[src/rtl/uart_tx_frame.sv]
// UART transmitter: serializes one byte per accepted request as start, LSB-first data,
// optional even/odd parity and one stop bit. One frame bit per clock; TX line is registered.
module uart_tx_frame #(
    parameter int DATA_WIDTH = 8
) (
    input  logic                  clk_i,
    input  logic                  rst_i,
    input  logic [DATA_WIDTH-1:0] p_data_i,
    input  logic                  data_valid_i,
    input  logic                  par_en_i,
    input  logic                  par_typ_i,
    output logic                  tx_out_o,
    output logic                  busy_o
);

    localparam int CNT_W = (DATA_WIDTH > 1) ? $clog2(DATA_WIDTH) : 1;

    typedef enum logic [2:0] {
        IDLE,
        START,
        DATA,
        PARITY,
        STOP
    } state_e;

    state_e                state_q, state_d;
    logic [DATA_WIDTH-1:0] shift_q, shift_d;
    logic [CNT_W-1:0]      cnt_q, cnt_d;
    logic                  par_en_q, par_en_d;
    logic                  par_bit_q, par_bit_d;
    logic                  tx_q, tx_d;
    logic                  busy_q, busy_d;

    // Outputs come from the next-state decode and are registered, so the line
    // changes on the same edge the FSM moves and never glitches.
    always_comb begin
        // NOTE: every signal gets a default before the case so no path can infer a latch.
        state_d   = state_q;
        shift_d   = shift_q;
        cnt_d     = cnt_q;
        par_en_d  = par_en_q;
        par_bit_d = par_bit_q;
        tx_d      = 1'b1;
        busy_d    = 1'b1;

        unique case (state_q)
            IDLE: begin
                busy_d = 1'b0;
                if (data_valid_i) begin
                    state_d   = START;
                    shift_d   = p_data_i;
                    par_en_d  = par_en_i;
                    // Parity is fixed at acceptance; odd parity is the inverted XOR.
                    par_bit_d = (^p_data_i) ^ par_typ_i;
                    tx_d      = 1'b0;
                    busy_d    = 1'b1;
                end
            end

            START: begin
                state_d = DATA;
                tx_d    = shift_q[0];
            end

            DATA: begin
                shift_d = shift_q >> 1;
                if (cnt_q == CNT_W'(DATA_WIDTH - 1)) begin
                    cnt_d = '0;
                    if (par_en_q) begin
                        state_d = PARITY;
                        tx_d    = par_bit_q;
                    end else begin
                        state_d = STOP;
                        tx_d    = 1'b1;
                    end
                end else begin
                    cnt_d = cnt_q + CNT_W'(1);
                    tx_d  = shift_q[1];
                end
            end

            PARITY: begin
                state_d = STOP;
                tx_d    = 1'b1;
            end

            STOP: begin
                state_d = IDLE;
                tx_d    = 1'b1;
                busy_d  = 1'b0;
            end

            default: begin
                state_d = IDLE;
                busy_d  = 1'b0;
            end
        endcase
    end

    // NOTE: sequential state uses non-blocking assignments only, so all registers update together.
    always_ff @(posedge clk_i) begin
        if (rst_i) begin
            state_q   <= IDLE;
            shift_q   <= '0;
            cnt_q     <= '0;
            par_en_q  <= 1'b0;
            par_bit_q <= 1'b0;
            tx_q      <= 1'b1;
            busy_q    <= 1'b0;
        end else begin
            state_q   <= state_d;
            shift_q   <= shift_d;
            cnt_q     <= cnt_d;
            par_en_q  <= par_en_d;
            par_bit_q <= par_bit_d;
            tx_q      <= tx_d;
            busy_q    <= busy_d;
        end
    end

    assign tx_out_o = tx_q;
    assign busy_o   = busy_q;

endmodule

[config.mk]
export PLATFORM = sky130hd
export DESIGN_NAME = uart_tx_frame
export DESIGN_NICKNAME = d
export VERILOG_FILES = /design/src/rtl/uart_tx_frame.sv
export SDC_FILE = /design/constraint.sdc
export NUM_CORES = 1
export LEC_CHECK = 0
export ABC_AREA = 1
export CAP_MARGIN = 15
export CELL_PAD_IN_SITES_DETAIL_PLACEMENT = 1
export CELL_PAD_IN_SITES_GLOBAL_PLACEMENT = 1
export CORE_UTILIZATION = 37
export CTS_BUF_LIST = sky130_fd_sc_hd__clkbuf_16
export DETAILED_ROUTE_END_ITERATION = 6
export GPL_ROUTABILITY_DRIVEN = 0
export PLACE_DENSITY = 0.74
export SETUP_SLACK_MARGIN = 0.2
export SLEW_MARGIN = 20
export SYNTH_ARGS = -nofsm -noshare
export SYNTH_HDL_FRONTEND = slang
export SYNTH_SLANG_ARGS = --single-unit
[constraint.sdc]
create_clock -name clk_i -period 1.6 [get_ports clk_i]
set_input_delay 0.4 -clock clk_i [delete_from_list [all_inputs] [get_ports clk_i]]
set_output_delay 0.4 -clock clk_i [all_outputs]
set_load 0.02 [all_outputs]
======== Yosys cells after proc, flatten, opt, wreduce, memory -nomap -nowiden ========
Index checks and enable logic that the tools add are counted.
word-level totals
  bits in registers ....................... 18
  output and inout port bits .............. 2
operators by class
  add/sub/neg operators ................... 1
  equality and inequality tests ........... 6
  muxes and demuxes ....................... 13
  bitwise logic cells ..................... 1
  reduce and logical (&&, ||, !) cells .... 7
operators with widths
  cell                                                  number
  one-hot mux 8 bit (2 select lines)                    1
  two-way mux 3 bit                                     4
  one-hot mux 3 bit (4 select lines)                    1
  two-way mux 8 bit                                     1
  XOR reduction 8 bit                                   1
  equality test 3 x 2 -> 1 bit (second input constant)  2
  AND reduction 2 bit                                   3
  two-way mux 1 bit                                     4
  != test 2 bit (second input constant)                 2
  adder 3 x 1 -> 3 bit (second input constant)          1
  equality test 3 x 1 -> 1 bit (second input constant)  1
  equality test 3 bit (second input constant)           1
  logical NOT 3 bit                                     1
  one-hot mux 1 bit (3 select lines)                    1
  OR reduction 3 bit                                    1
  one-hot mux 1 bit (2 select lines)                    1
  nonzero test 2 bit                                    1
  bitwise XOR 1 bit                                     1

======== Logic depth before layout (Yosys ltp) ========
  depth in word-level cells ............... 3
  mapped depth ............................ 10
  gate-level depth less buffers ........... 10

======== Least setup slack after synthesis ========
OpenSTA, ideal clock, no wires.
  kind .................................... register to register
  start point ............................. register cnt_q[0]
  end point ............................... register state_q[1]
  library setup time ...................... 0.070 ns
  arrival time ............................ 1.156 ns
  path slack .............................. 0.374 ns
  stages on the path, launching flop included .. 7
  clock period less this slack ............ 1.226 ns
  cell sequence ........................... dfxtp_1 > ha_1 > ha_1 > or2_1 > o21ai_2 > o21ai_1 > a21oi_1
between the ends
  longest elaborated chain between the ends .. 3
ends and longest elaborated chain
  what                                  RTL line  RTL
  from (decl)                           28        logic [CNT_W-1:0] cnt_q, cnt_d;
  from (signal assigned)                113       cnt_q <= cnt_d;
  equality test 3 bit                   67        if (cnt_q == CNT_W'(DATA_WIDTH - 1)) begin
  != test 2 bit (no source line)        --
  AND reduction 2 bit (no source line)  --
  to (signal assigned)                  111       state_q <= state_d;
  to (decl)                             26        state_e state_q, state_d;
Every way passes these cells.
A chain may end at the register's enable or synchronous reset.

======== Final worst setup path ========
  start point ............................. input port p_data_i[6]
  end point ............................... register par_bit_q
between the ends
  longest elaborated chain between the ends .. 2
ends and longest elaborated chain
  what                  RTL line  RTL
  from (decl)           8         input logic [DATA_WIDTH-1:0] p_data_i,
  XOR reduction 8 bit   54        par_bit_d = (^p_data_i) ^ par_typ_i;
  bitwise XOR 1 bit     54
  to (signal assigned)  115       par_bit_q <= par_bit_d;
  to (decl)             30        logic par_bit_q, par_bit_d;
Every way passes these cells.

==> implementation parameters <==
Parameter                              Value

Floorplan
  Placement row count ... 18
  Chip Height ... 54.5 um
  Die width ... 54.5 um
  Total Die Area ... 0.00297 mm^2
  Initial Utilization ... 40.1%
  I/O pin count ... 15
  Placeable core region ... 0.00254 mm^2

CTS
  Clk pin slew, worst setup/hold paths ... 50 ps
  TritonCTS Sinks ... 18
  Setup Buffers After CTS ... 0
  Number of buffers between clock root and the deepest sink ... 2
  Hold Buf Count CTS ... 0
  Total CTS buffers ... 3
  Clock root buffer master ... clkbuf_16
  Clock tree from TritonCTS ... yes
  H-Tree Depth ... 1
  Clock latency at the later pin of the worst-skew pair ... 250 ps

Routing
  Via count of the routed design ... 972
  Total length of routed wires ... 2.54 mm
  Post-DR vias/cell ... 4.91
  Post-route antenna net violation count ... 0
  DR pass1 iterations ... 4
  Post-detailed-route wirelength per cell ... 12.8 um
  Violation count after the first detailed-route iteration ... 6
  Detailed-route DRC error count ... 0

Final layout
  Nets ... 184
  Diodes inserted ... 0
  Area overhead of the layout relative to synthesis ... 30.4%
  End-of-flow core utilization ... 52.3%
  Sequential Area ... 362 um^2
  Filler-free cell count of the finished design ... 198
  Multi-input gate area ... 539 um^2
  Share of layout cells above drive strength 1 ... 17.9%
  Fillers ... 335

Outcome
  Run status ... finished clean

Yosys
  Most common flop cell mapped by yosys ... dfxtp_1
  Synth top area share ... 35.3%
  Post-synthesis cell type with the largest combined area ... dfxtp_1
  Number of synthesized flops with an enable pin ... 0
  Nets in the synthesized netlist ... 159
  Post-synth ARST share ... 0%
  Most repeated cell in the gate-level netlist after synthesis ... nand2_1
  Post-synthesis instance total ... 144
  Synthesized area divided by synthesized cell count ... 7.08 um^2
  Count of different cell masters after synthesis ... 26
  FF+latch count, synth ... 18
  Register area share after synthesis ... 35.3%
  Post-synth design cell area ... 0.00102 mm^2
  YS warnings ... 0
  Largest cells by area after synthesis ... dfxtp_1 (35%), nand2_1 (15%), inv_1 (7.0%)
  Leading post-synthesis cells by instance count ... nand2_1 (40), inv_1 (19), dfxtp_1 (18)

Setup path
  Max Fanout on Critical Path ... 2
  Path type of the worst setup path ... in -> reg
  Nature of the critical path endpoint ... flop
  Worst Setup Start Kind ... primary input
  WP data arrival ... 1480 ps
  Required @ worst endpoint ... 1750 ps

STA
  Skew final ... 1.17 ps
  Fraction of the cycle the final worst path needs ... 83.3%
  Maximum clock frequency ... 0.750 GHz
  Setup violators final ... 0
  Number of endpoints with negative hold slack in the final report ... 0
  Least setup slack across all paths after layout ... 267 ps
  Final-report max-slew violation count ... 0
  Transition at the pin with the smallest max-transition slack ... 207 ps
  Normalized max-slew margin ... 86.2%
  Setup repair after global routing missed its margin ... yes
  Setup TNS ... 0 ps
  Post-route minimum period ... 1330 ps

Worst hold path
  Type of the worst min-delay path ... reg -> reg

Placement
  Pre-CTS worst setup slack ... -132 ps
  Detailed placement HPWL ... 1.99 mm
  Count of buffers from port buffering ... 14
  Placed Instances ... 193

Power and ir drop
  Power density of the placed cells ... 1580 mW/mm^2
  Leakage ... 0.659 nW
  Overall Power ... 2.10 mW
  Worst vdd rail ir drop ... 0.00143 V

GRT
  Pin count of the biggest net entering global routing ... 13
  Global routing usage summed across all routing layers ... 20.7%
  Global-route wire length before repair ... 4.40 mm
  Antenna violations before repair ... 0
  Number of global-route vias before repair ... 1032
  Global route total overflow ... 0

Job
  Maxcap violations ... 0
per-stage QoR:
| step | hold slack (ps) | instance area [um^2] |
|---|---|---|
| global route | 495 | 1330 |
| finish | 466 | 1330 |
| detailed placement | 458 | 1230 |
| CTS | 466 | 1310 |
| floorplan | 433 | 1020 |
| global placement | 447 | 1230 |
metal layers:
metal / GRT usage (%) / wire length, um / vias to the layer above
li1: - / - / 518
met1: 26.6 / 1270 / 442
met2: 35.2 / 1200 / 10
met3: 5.83 / 54 / 2
met4: 2.56 / 11 / 0
met5: 0 / 0 / -
worst max-delay path, stage by stage:
cell,delay [ps]
clkdlybuf4s50_1,530
xnor2_2,130
inv_1,60
nand3_1,100
nand2_1,60
nand2_1,50
nand3_1,60
nand2_1,60
inv_1,30
final cells by class:
class                           count  area share (%)
Sequential cell                    18            27.2
Clock inverter                      1           0.282
Tap cell                           30            2.82
Clock buffer                        3            5.64
Inverter                           24            7.34
Multi-Input combinational cell     98            40.5
Timing Repair Buffer               23            15.6
Timing Repair inverter              1           0.564
state kept, by name (all words and copies together), names as in the netlist:
register	count
shift_q	8
tx_out_o	1
par_bit_q	1
par_en_q	1
busy_o	1
cnt_q	3
state_q	3
kinds of logic (layout without fill, tap and decap cells):
kind of cell	Yosys count	after routing	share of synthesized area (%)
flops	18	18	35.3
fa+ha+maj	2	2	2.45
compound gates	32	32	18.6
xor+xnor	3	3	2.58
buf+inv	28	52	12.8
simple gates	61	61	28.2
final timing paths:
kind                    start    endpoint  slack [ps]  cells past startpoint
hold / removal     shift_q[7]  shift_q[7]         470                      2
setup reg to reg     cnt_q[0]  state_q[1]         280                      6
setup / recovery  p_data_i[6]   par_bit_q         270                      9
hold reg to reg    shift_q[7]  shift_q[7]         470                      2
repair_timing:
| action | CTS | global route |
|---|---|---|
| cloned | 1 | 0 |
| endpoints found under the hold margin | 0 | 0 |
| endpoints found under the setup margin | 6 | 8 |
| pin swaps | 0 | 3 |
| gates resized for setup | 7 | 7 |
power breakdown:
part           switching (mW)  internal (mW)  leakage, nW
combinational           0.549          0.329        0.472
sequential              0.108          0.614        0.149
clock                   0.165          0.332       0.0385
layout by cell type (no fill, tap or decap), types with 4 or more instances in the layout:
master,n
nand3_1,8
dfxtp_1,17
inv_1,18
nor2_1,6
o21ai_0,9
buf_4,9
clkdlybuf4s50_1,5
nand2_1,40
o21ai_2,4
dlygate4sd2_1,6
a21oi_1,8
a31oi_1,8
Power figures use the tool's default switching activity.
